[src/rtl/cu_sequencer.sv]
// Control-unit sequencer: fetch/decode/execute FSM that drives the datapath control word.
// The opcode is latched in FETCH3; CON is decoded from the current state and that opcode.
module cu_sequencer (
    input  logic        CLK,
    input  logic        RST_N,
    input  logic [15:0] MBR_IN,
    input  logic        MEM_RDY,
    input  logic        zflag,
    output logic [31:0] CON,
    output logic [3:0]  STATE,
    output logic        HALTED
);

    typedef enum logic [3:0] {
        StFetch1 = 4'd0,
        StFetch2 = 4'd1,
        StFetch3 = 4'd2,
        StDecode = 4'd3,
        StExec1  = 4'd4,
        StExec2  = 4'd5,
        StExec3  = 4'd6,
        StExec4  = 4'd7,
        StExec5  = 4'd8,
        StStore2 = 4'd9,
        StStore3 = 4'd10,
        StHalt   = 4'd15
    } state_e;

    localparam logic [7:0] OpHalt  = 8'h00;
    localparam logic [7:0] OpStore = 8'h01;
    localparam logic [7:0] OpLoad  = 8'h02;
    localparam logic [7:0] OpAdd   = 8'h03;
    localparam logic [7:0] OpSub   = 8'h04;
    localparam logic [7:0] OpMpy   = 8'h05;
    localparam logic [7:0] OpDiv   = 8'h06;
    localparam logic [7:0] OpAnd   = 8'h07;
    localparam logic [7:0] OpOr    = 8'h08;
    localparam logic [7:0] OpNot   = 8'h09;
    localparam logic [7:0] OpShl   = 8'h0A;
    localparam logic [7:0] OpShr   = 8'h0B;
    localparam logic [7:0] OpJmp   = 8'h0C;
    localparam logic [7:0] OpJz    = 8'h0D;

    state_e      state_q, state_d;
    logic [7:0]  opcode_q, opcode_d;
    logic [3:0]  alu_op;
    logic        is_alu;
    logic        is_shift;
    logic [31:0] con;

    // The address byte is consumed by the datapath, not by the sequencer.
    logic unused_addr;
    assign unused_addr = ^MBR_IN[7:0];

    always_ff @(posedge CLK or negedge RST_N) begin
        if (!RST_N) begin
            state_q  <= StFetch1;
            opcode_q <= 8'h00;
        end else begin
            state_q  <= state_d;
            opcode_q <= opcode_d;
        end
    end

    // Opcode classification and ALU operation select.
    always_comb begin
        alu_op   = 4'd0;
        is_alu   = 1'b1;
        is_shift = 1'b0;
        unique case (opcode_q)
            OpLoad: alu_op = 4'd7;
            OpAdd:  alu_op = 4'd0;
            OpSub:  alu_op = 4'd1;
            OpMpy:  alu_op = 4'd2;
            OpDiv:  alu_op = 4'd3;
            OpAnd:  alu_op = 4'd4;
            OpOr:   alu_op = 4'd5;
            OpNot:  alu_op = 4'd6;
            OpShl: begin
                alu_op   = 4'd8;
                is_shift = 1'b1;
            end
            OpShr: begin
                alu_op   = 4'd9;
                is_shift = 1'b1;
            end
            default: is_alu = 1'b0;
        endcase
    end

    always_comb begin
        state_d  = state_q;
        opcode_d = opcode_q;
        unique case (state_q)
            StFetch1: state_d = StFetch2;
            StFetch2: if (MEM_RDY) state_d = StFetch3;
            StFetch3: begin
                opcode_d = MBR_IN[15:8];
                state_d  = StDecode;
            end
            StDecode: begin
                if (opcode_q == OpHalt) begin
                    state_d = StHalt;
                end else if (is_shift) begin
                    // Shifts operate on ACC alone, so there is no operand fetch.
                    state_d = StExec4;
                end else if (is_alu || opcode_q == OpStore) begin
                    state_d = StExec1;
                end else begin
                    state_d = StFetch1;
                end
            end
            StExec1:  state_d = (opcode_q == OpStore) ? StStore2 : StExec2;
            StExec2:  if (MEM_RDY) state_d = StExec3;
            StExec3:  state_d = StExec4;
            StExec4:  state_d = StExec5;
            StExec5:  state_d = StFetch1;
            StStore2: state_d = StStore3;
            StStore3: if (MEM_RDY) state_d = StFetch1;
            StHalt:   state_d = StHalt;
            default:  state_d = StFetch1;
        endcase
    end

    always_comb begin
        con = 32'h0000_0000;
        unique case (state_q)
            StFetch1: con[1] = 1'b1;
            StFetch2: begin
                con[2] = 1'b1;
                con[0] = MEM_RDY;
            end
            StFetch3: con[3] = 1'b1;
            StDecode: begin
                if (opcode_q == OpJmp) begin
                    con[11] = 1'b1;
                end else if (opcode_q == OpJz) begin
                    con[11] = zflag;
                end
            end
            StExec1:  con[4] = 1'b1;
            StExec2:  con[2] = 1'b1;
            StExec3:  con[5] = 1'b1;
            StExec4: begin
                con[7:6]   = 2'b11;
                con[19:16] = alu_op;
            end
            StExec5:  con[8] = 1'b1;
            StStore2: con[9] = 1'b1;
            StStore3: con[10] = 1'b1;
            default:  con = 32'h0000_0000;
        endcase
    end

    assign CON    = con;
    assign STATE  = state_q;
    assign HALTED = (state_q == StHalt);

endmodule
[config.mk]
export PLATFORM = sky130hd
export DESIGN_NAME = cu_sequencer
export DESIGN_NICKNAME = d
export VERILOG_FILES = /design/src/rtl/cu_sequencer.sv
export SDC_FILE = /design/constraint.sdc
export NUM_CORES = 1
export LEC_CHECK = 0
export ABC_CLOCK_PERIOD_IN_PS = 2850
export CORE_ASPECT_RATIO = 1.5
export CORE_UTILIZATION = 37
export CTS_CLUSTER_SIZE = 12
export DETAILED_ROUTE_END_ITERATION = 10
export PLACE_DENSITY = 0.86
export SLEW_MARGIN = 10
export SYNTH_ARGS = -nofsm -noshare
export SYNTH_HDL_FRONTEND = slang
export SYNTH_SLANG_ARGS = --single-unit
[constraint.sdc]
create_clock -name CLK -period 2.85 [get_ports CLK]
set_clock_uncertainty 0.05 [all_clocks]
set_input_delay 0.57 -clock CLK [delete_from_list [all_inputs] [get_ports CLK]]
set_output_delay 0.57 -clock CLK [all_outputs]
set_load 0.02 [all_outputs]
==> results of run 1 <==
[power by group through the flow]
stage / sequential [mW] / combinational, mW / clock [mW]
2_1_floorplan: 0.301 / 0.494 / 0
3_3_place_gp: 0.344 / 0.621 / 0
3_5_place_dp: 0.353 / 0.649 / 0
4_1_cts: 0.349 / 0.651 / 0.111
5_1_grt: 0.370 / 0.724 / 0.116
6_report: 0.358 / 0.664 / 0.107
[cell usage after synthesis (all sizes together)]
cell type,number
nand2b,5
nand3,7
dfrtp,12
mux2,6
nor4b,1
o22a,1
nor3,4
o31ai,1
xnor2,1
o211ai,1
clkbuf,8
a21oi,4
buf,18
nor4,3
o21ai,4
nor2b,1
a31oi,1
xor2,1
or4,2
a2111oi,1
nand4,1
inv,4
nor3b,1
or3,2
nor2,13
a211o,1
nand3b,1
o21a,2
conb,1
nand2,9
[worst max-delay path: cells and delay by family, from the launching register on]
| kind | cells | cell delay, ps |
|---|---|---|
| compound gates | 1 | 330 |
| buf+inv | 1 | 190 |
| flops | 1 | 380 |
| simple gates | 2 | 1000 |
[sequential cells by signal, indices dropped and copies added (netlist names)]
signal and cells:
STATE 4, opcode_q 8
[through the flow]
step / setup TNS, ps / power, mW
after floorplan: 0 / 0.794
final: 0 / 1.13
after global placement: -154 / 0.965
after CTS: 0 / 1.11
after detailed placement: -186 / 1.00
after global routing: 0 / 1.21
[logic make-up after synthesis]
logic type | count (synthesis) | share of synthesized area, %
AO/OA/AOI/OAI | 16 | 11.1
XOR/XNOR | 2 | 1.89
buffers and inverters | 30 | 19.1
flip-flops | 12 | 32.3
multiplexers | 6 | 7.28
other | 1 | 0.404
AND/OR/NAND/NOR | 50 | 27.9
[cell usage in the layout (no fill, tap or decap), drive strengths merged, types with 2 or more instances in the layout]
| master | count |
|---|---|
| clkdlybuf4s50 | 27 |
| conb | 16 |
| nor2 | 13 |
| dfrtp | 12 |
| nand2 | 9 |
| buf | 9 |
| nand3 | 7 |
| mux2 | 6 |
| clkbuf | 6 |
| nand2b | 5 |
| inv | 4 |
| nor3 | 4 |
| a21oi | 4 |
| o21ai | 4 |
| nor4 | 3 |
| or4 | 2 |
| or3 | 2 |
| o21a | 2 |
[final cells by class]
cell class	instances	area [um2]
Sequential cell	12	300
Inverter	4	15.0
Tap cell	23	28.8
Fill cell	243	1060
Clock buffer	3	22.5
Timing Repair Buffer	39	350
Multi-Input combinational cell	90	532
[worst max-delay path by stage]
stage	startpoint	end	depth (start not counted)
6_report	opcode_q[6]$_DFFE_PN0P_	CON[11]	4
5_1_grt	opcode_q[6]$_DFFE_PN0P_	CON[11]	4
4_1_cts	opcode_q[5]$_DFFE_PN0P_	CON[11]	4
3_5_place_dp	opcode_q[5]$_DFFE_PN0P_	CON[11]	4
3_3_place_gp	opcode_q[5]$_DFFE_PN0P_	CON[11]	4
2_1_floorplan	STATE[0]$_DFFE_PN0P_	CON[11]	4
[repair_timing]
item                                    in CTS  in global routing
pin swaps                                    0                  1
gates cloned                                 0                  0
setup buffers                                0                  1
gates resized for setup                     16                  6
endpoints found under the setup margin       5                  5
[layer usage]
metal | wire (um) | track usage, % | up-vias
li1 | - | - | 429
met1 | 761 | 17.1 | 421
met2 | 1190 | 31.1 | 39
met3 | 120 | 1.72 | 6
met4 | 70 | 14.1 | 0
met5 | 0 | 0 | -
==> results.cfg, run 1 <==
[critical_path]
worstPathRequired_ps = 2230
r2r_start = opcode_q[6]$_DFFE_PN0P_
reg2reg_to = STATE[0]$_DFFE_PN0P_
arrival_ps = 2180
crit_chain = or4_4, or4_4, a2111oi_4, buf_4
cp_common_cell = or4_4
reg2reg_slack_ps = 820
reg2reg_depth = 4
slowest_delay_ps = 540
worstPathMaxFanout = 3
cp-start-kind = register
cp-end-kind = output pin
critPathKind = register to output pin
slowest_stage = or4_4

[sta]
timing.final.crit_period_ps = 2800
worst_slew_pin_slew_ps = 518
holdWs_ps = 461
slew-limit-headroom_pct = 65.4
rsz0062_at_grt = no
post-route-worst-setup-slack_ps = 54.0
slew_violations = 0
fmax_ghz = 0.358
period_share_pct = 98.1
setup_violations = 0
hold_viol_final = 0

[clock_tree]
clock_latency_ps = 280
cts_tree = yes
clk_pin_slew_ps = 70
hold_buffers = 0
cts-root-buf = clkbuf_4
clk_path_buf_depth = 2
cts_buffers = 3
cts_max_level = 1
cts_sinks = 12

[synthesis]
ys_warn_count = 0
yosys.area.top_type = dfrtp_1
netlist_area_um2 = 928
synthDominantCellAreaShare_pct = 32.3
yosysUniqueCellTypes = 31
syn_area_per_cell_um2 = 7.93
synthTopCellsByArea = dfrtp_1 32%, buf_4 14%, mux2_2 7.3%
yosysSeqAreaShare_pct = 32.3
synth_cells = 117
synth_seq_cells = 12

[floorplanning]
die_w_um = 42.9
num_rows = 21
die_h_um = 63.4
start_util_pct = 40.2
die-area_mm2 = 0.00272
coreArea_mm2 = 0.00231
ios = 57

[finish]
drive_gt1_share_pct = 16.9
design_area_mm2 = 0.00125
instances_no_fill = 171
post-route-util_pct = 54.0
n_antenna_cell = 0
syn_to_final_growth_pct = 34.5
layout.nets = 170

[global_routing]
globalRouteTotalUtil_pct = 17.4
antenna_found_initial = 0
grt_pass1_vias = 842
grt_max_degree = 13
grt.overflow.total = 0
grt_pass1_wl_mm = 3.58

[flow_run]
maxCapViolCount = 0

[pwr]
p_leak_nw = 0.531
p_sw_share_pct = 45.7
p_clk_share_pct = 9.4
power_density_mw_per_mm2 = 903
intPower_mw = 0.613
power_frac_comb_pct = 58.8
ir_drop_v = 0.000409
p_switching_mw = 0.515
pwr-share-seq_pct = 31.7

[route]
first_pass_iters = 4
num_vias = 895
via_per_inst = 5.23
drt_iter0_markers = 21
ant_nets = 0
wl_per_cell_um = 12.5
route.detailed.drc = 0
wl_mm = 2.14

[min_path]
holdCritPathClass = register to register
holdCritStartpoint = opcode_q[4]$_DFFE_PN0P_
hold_depth = 1
min_to = opcode_q[4]$_DFFE_PN0P_

[placement]
placed_cell_area_mm2 = 0.00122
dp_hpwl_mm = 1.70
io_buffers = 32
dp_slack_ps = -133
dp_cells = 167
place_congestion = 0.822

[outcome]
outcome = completed
No activity file was read; power rests on OpenSTA's default activity.
==> inputs of run 2 (changes only) <==
- ABC_CLOCK_PERIOD_IN_PS: 2850 -> 2300
- CAP_MARGIN: default -> 10
- CORE_MARGIN: default -> 2
- CORE_UTILIZATION: 37 -> 33
- PLACE_DENSITY: 0.86 -> 0.82
- clock period: 2.85 -> 2.3 ns (I/O delays scaled with it)
==> results.cfg, run 2 (synthesis gave the netlist of run 1 again) <==
[critical_path]
cp-start-kind = register
crit_chain = or4_4, or4_4, a2111oi_4, buf_4
arrival_ps = 2000
cp-end-kind = output pin
critPathKind = register to output pin
reg2reg_slack_ps = 260
slowest_stage = or4_4
worstPathMaxFanout = 3
cp_common_cell = or4_4
worstPathRequired_ps = 1790
slowest_delay_ps = 540

[route]
via_per_inst = 4.71
wl_mm = 2.35
first_pass_iters = 4
route.detailed.drc = 0
drt_iter0_markers = 20
wl_per_cell_um = 12.0
ant_nets = 0
num_vias = 918

[clock_tree]
cts_setup_buffers = 0
cts-root-buf = clkbuf_8
clock_latency_ps = 250
hold_buffers = 0
cts_buffers = 3
cts_max_level = 1
clk_pin_slew_ps = 50
cts_tree = yes
cts_sinks = 12
clk_path_buf_depth = 2

[sta]
setup_tns_ps = -796
rsz0062_at_grt = yes
slew-limit-headroom_pct = 65.4
hold_viol_final = 0
slew_violations = 0
worst_slew_pin_slew_ps = 518
period_share_pct = 109
timing.final.crit_period_ps = 2510
fmax_ghz = 0.398
setup_violations = 5
post-route-worst-setup-slack_ps = -214

[global_routing]
antenna_found_initial = 0
grt_pass1_wl_mm = 3.66
globalRouteTotalUtil_pct = 16.0
grt_pass1_vias = 849
grt_max_degree = 13
grt.overflow.total = 0

[floorplanning]
die-area_mm2 = 0.00326
die_w_um = 47.3
ios = 57
num_rows = 23
die_h_um = 69.0
coreArea_mm2 = 0.00268
start_util_pct = 34.7

[pwr]
ir_drop_v = 0.000606
power_density_mw_per_mm2 = 1130
p_leak_nw = 0.722

[finish]
post-route-util_pct = 53.4
largest_register_ffs = 8
most-common-layout-cells = 18 x buf_4, 16 x conb_1, 16 x clkdlybuf4s50_1, 12 x dfrtp_1, 12 x nor2_1
drive_gt1_share_pct = 24.1
layout_commonest_cell = buf_4
syn_to_final_growth_pct = 53.9
top_register = opcode_q
layout.nets = 179
n_antenna_cell = 0

[placement]
place_congestion = 0.840
io_buffers = 32
dp_slack_ps = -541
dp_hpwl_mm = 1.85

[outcome]
violations = setup timing
outcome = finished with violations

[min_path]
holdCritPathClass = register to register

[flow_run]
maxCapViolCount = 0
==> run 2: where the power goes <==
group / total [mW] / switching (mW) / internal (mW) / leakage (nW)
Combinational: 0.984 / 0.530 / 0.454 / 0.546
Clock: 0.233 / 0.0815 / 0.152 / 0.0288
Sequential: 0.399 / 0.0920 / 0.307 / 0.147
Total: 1.62 / 0.703 / 0.913 / 0.722
==> run 2: worst paths after layout <==
path                                           end  cells after the start                     from
min                        opcode_q[6]$_DFFE_PN0P_                      1  opcode_q[6]$_DFFE_PN0P_
max reg2reg                   STATE[0]$_DFFE_PN0P_                      4  opcode_q[6]$_DFFE_PN0P_
min reg2reg                opcode_q[6]$_DFFE_PN0P_                      1  opcode_q[6]$_DFFE_PN0P_
max in group asynchronous  opcode_q[5]$_DFFE_PN0P_                      1                    RST_N
min in group asynchronous     STATE[3]$_DFFE_PN0P_                      1                    RST_N
max                                        CON[11]                      4  opcode_q[6]$_DFFE_PN0P_
==> run 2: final cells by class <==
type | count | area, um2
multi-input combinational | 90 | 564
clock buffer | 4 | 55.1
inverter | 4 | 15.0
timing repair buffer | 48 | 448
sequential | 12 | 300
fill | 262 | 1250
tap | 37 | 46.3
==> run 2: metal layers <==
metal,global-route usage (%),routed length (um),vias up
li1,-,-,451
met1,16.5,870,416
met2,28.0,1250,44
met3,1.56,153,7
met4,12.2,75,0
met5,0,0,-
==> run 2: what timing repair did <==
action / CTS / global route
endpoints found under the setup margin: 10 / 11
gates resized for setup: 35 / 11
pin swaps: 5 / 1
==> run 2: worst max-delay path: cells and delay by family, from the launching register on <==
kind	cells	cell delay, ps
flip-flops	1	370
buffers and inverters	1	190
AO/OA/AOI/OAI	1	190
AND/OR/NAND/NOR	2	1010
==> run 2: stage by stage <==
stage | power (mW) | instances | area (um2) | hold slack, ps
3_5_place_dp | 1.36 | 191 | 1330 | 451
2_1_floorplan | 0.999 | 132 | 1010 | 114
4_1_cts | 1.61 | 195 | 1390 | 462
6_report | 1.62 | 195 | 1430 | 458
3_3_place_gp | 1.31 | 191 | 1330 | 440
5_1_grt | 1.73 | 195 | 1430 | 491
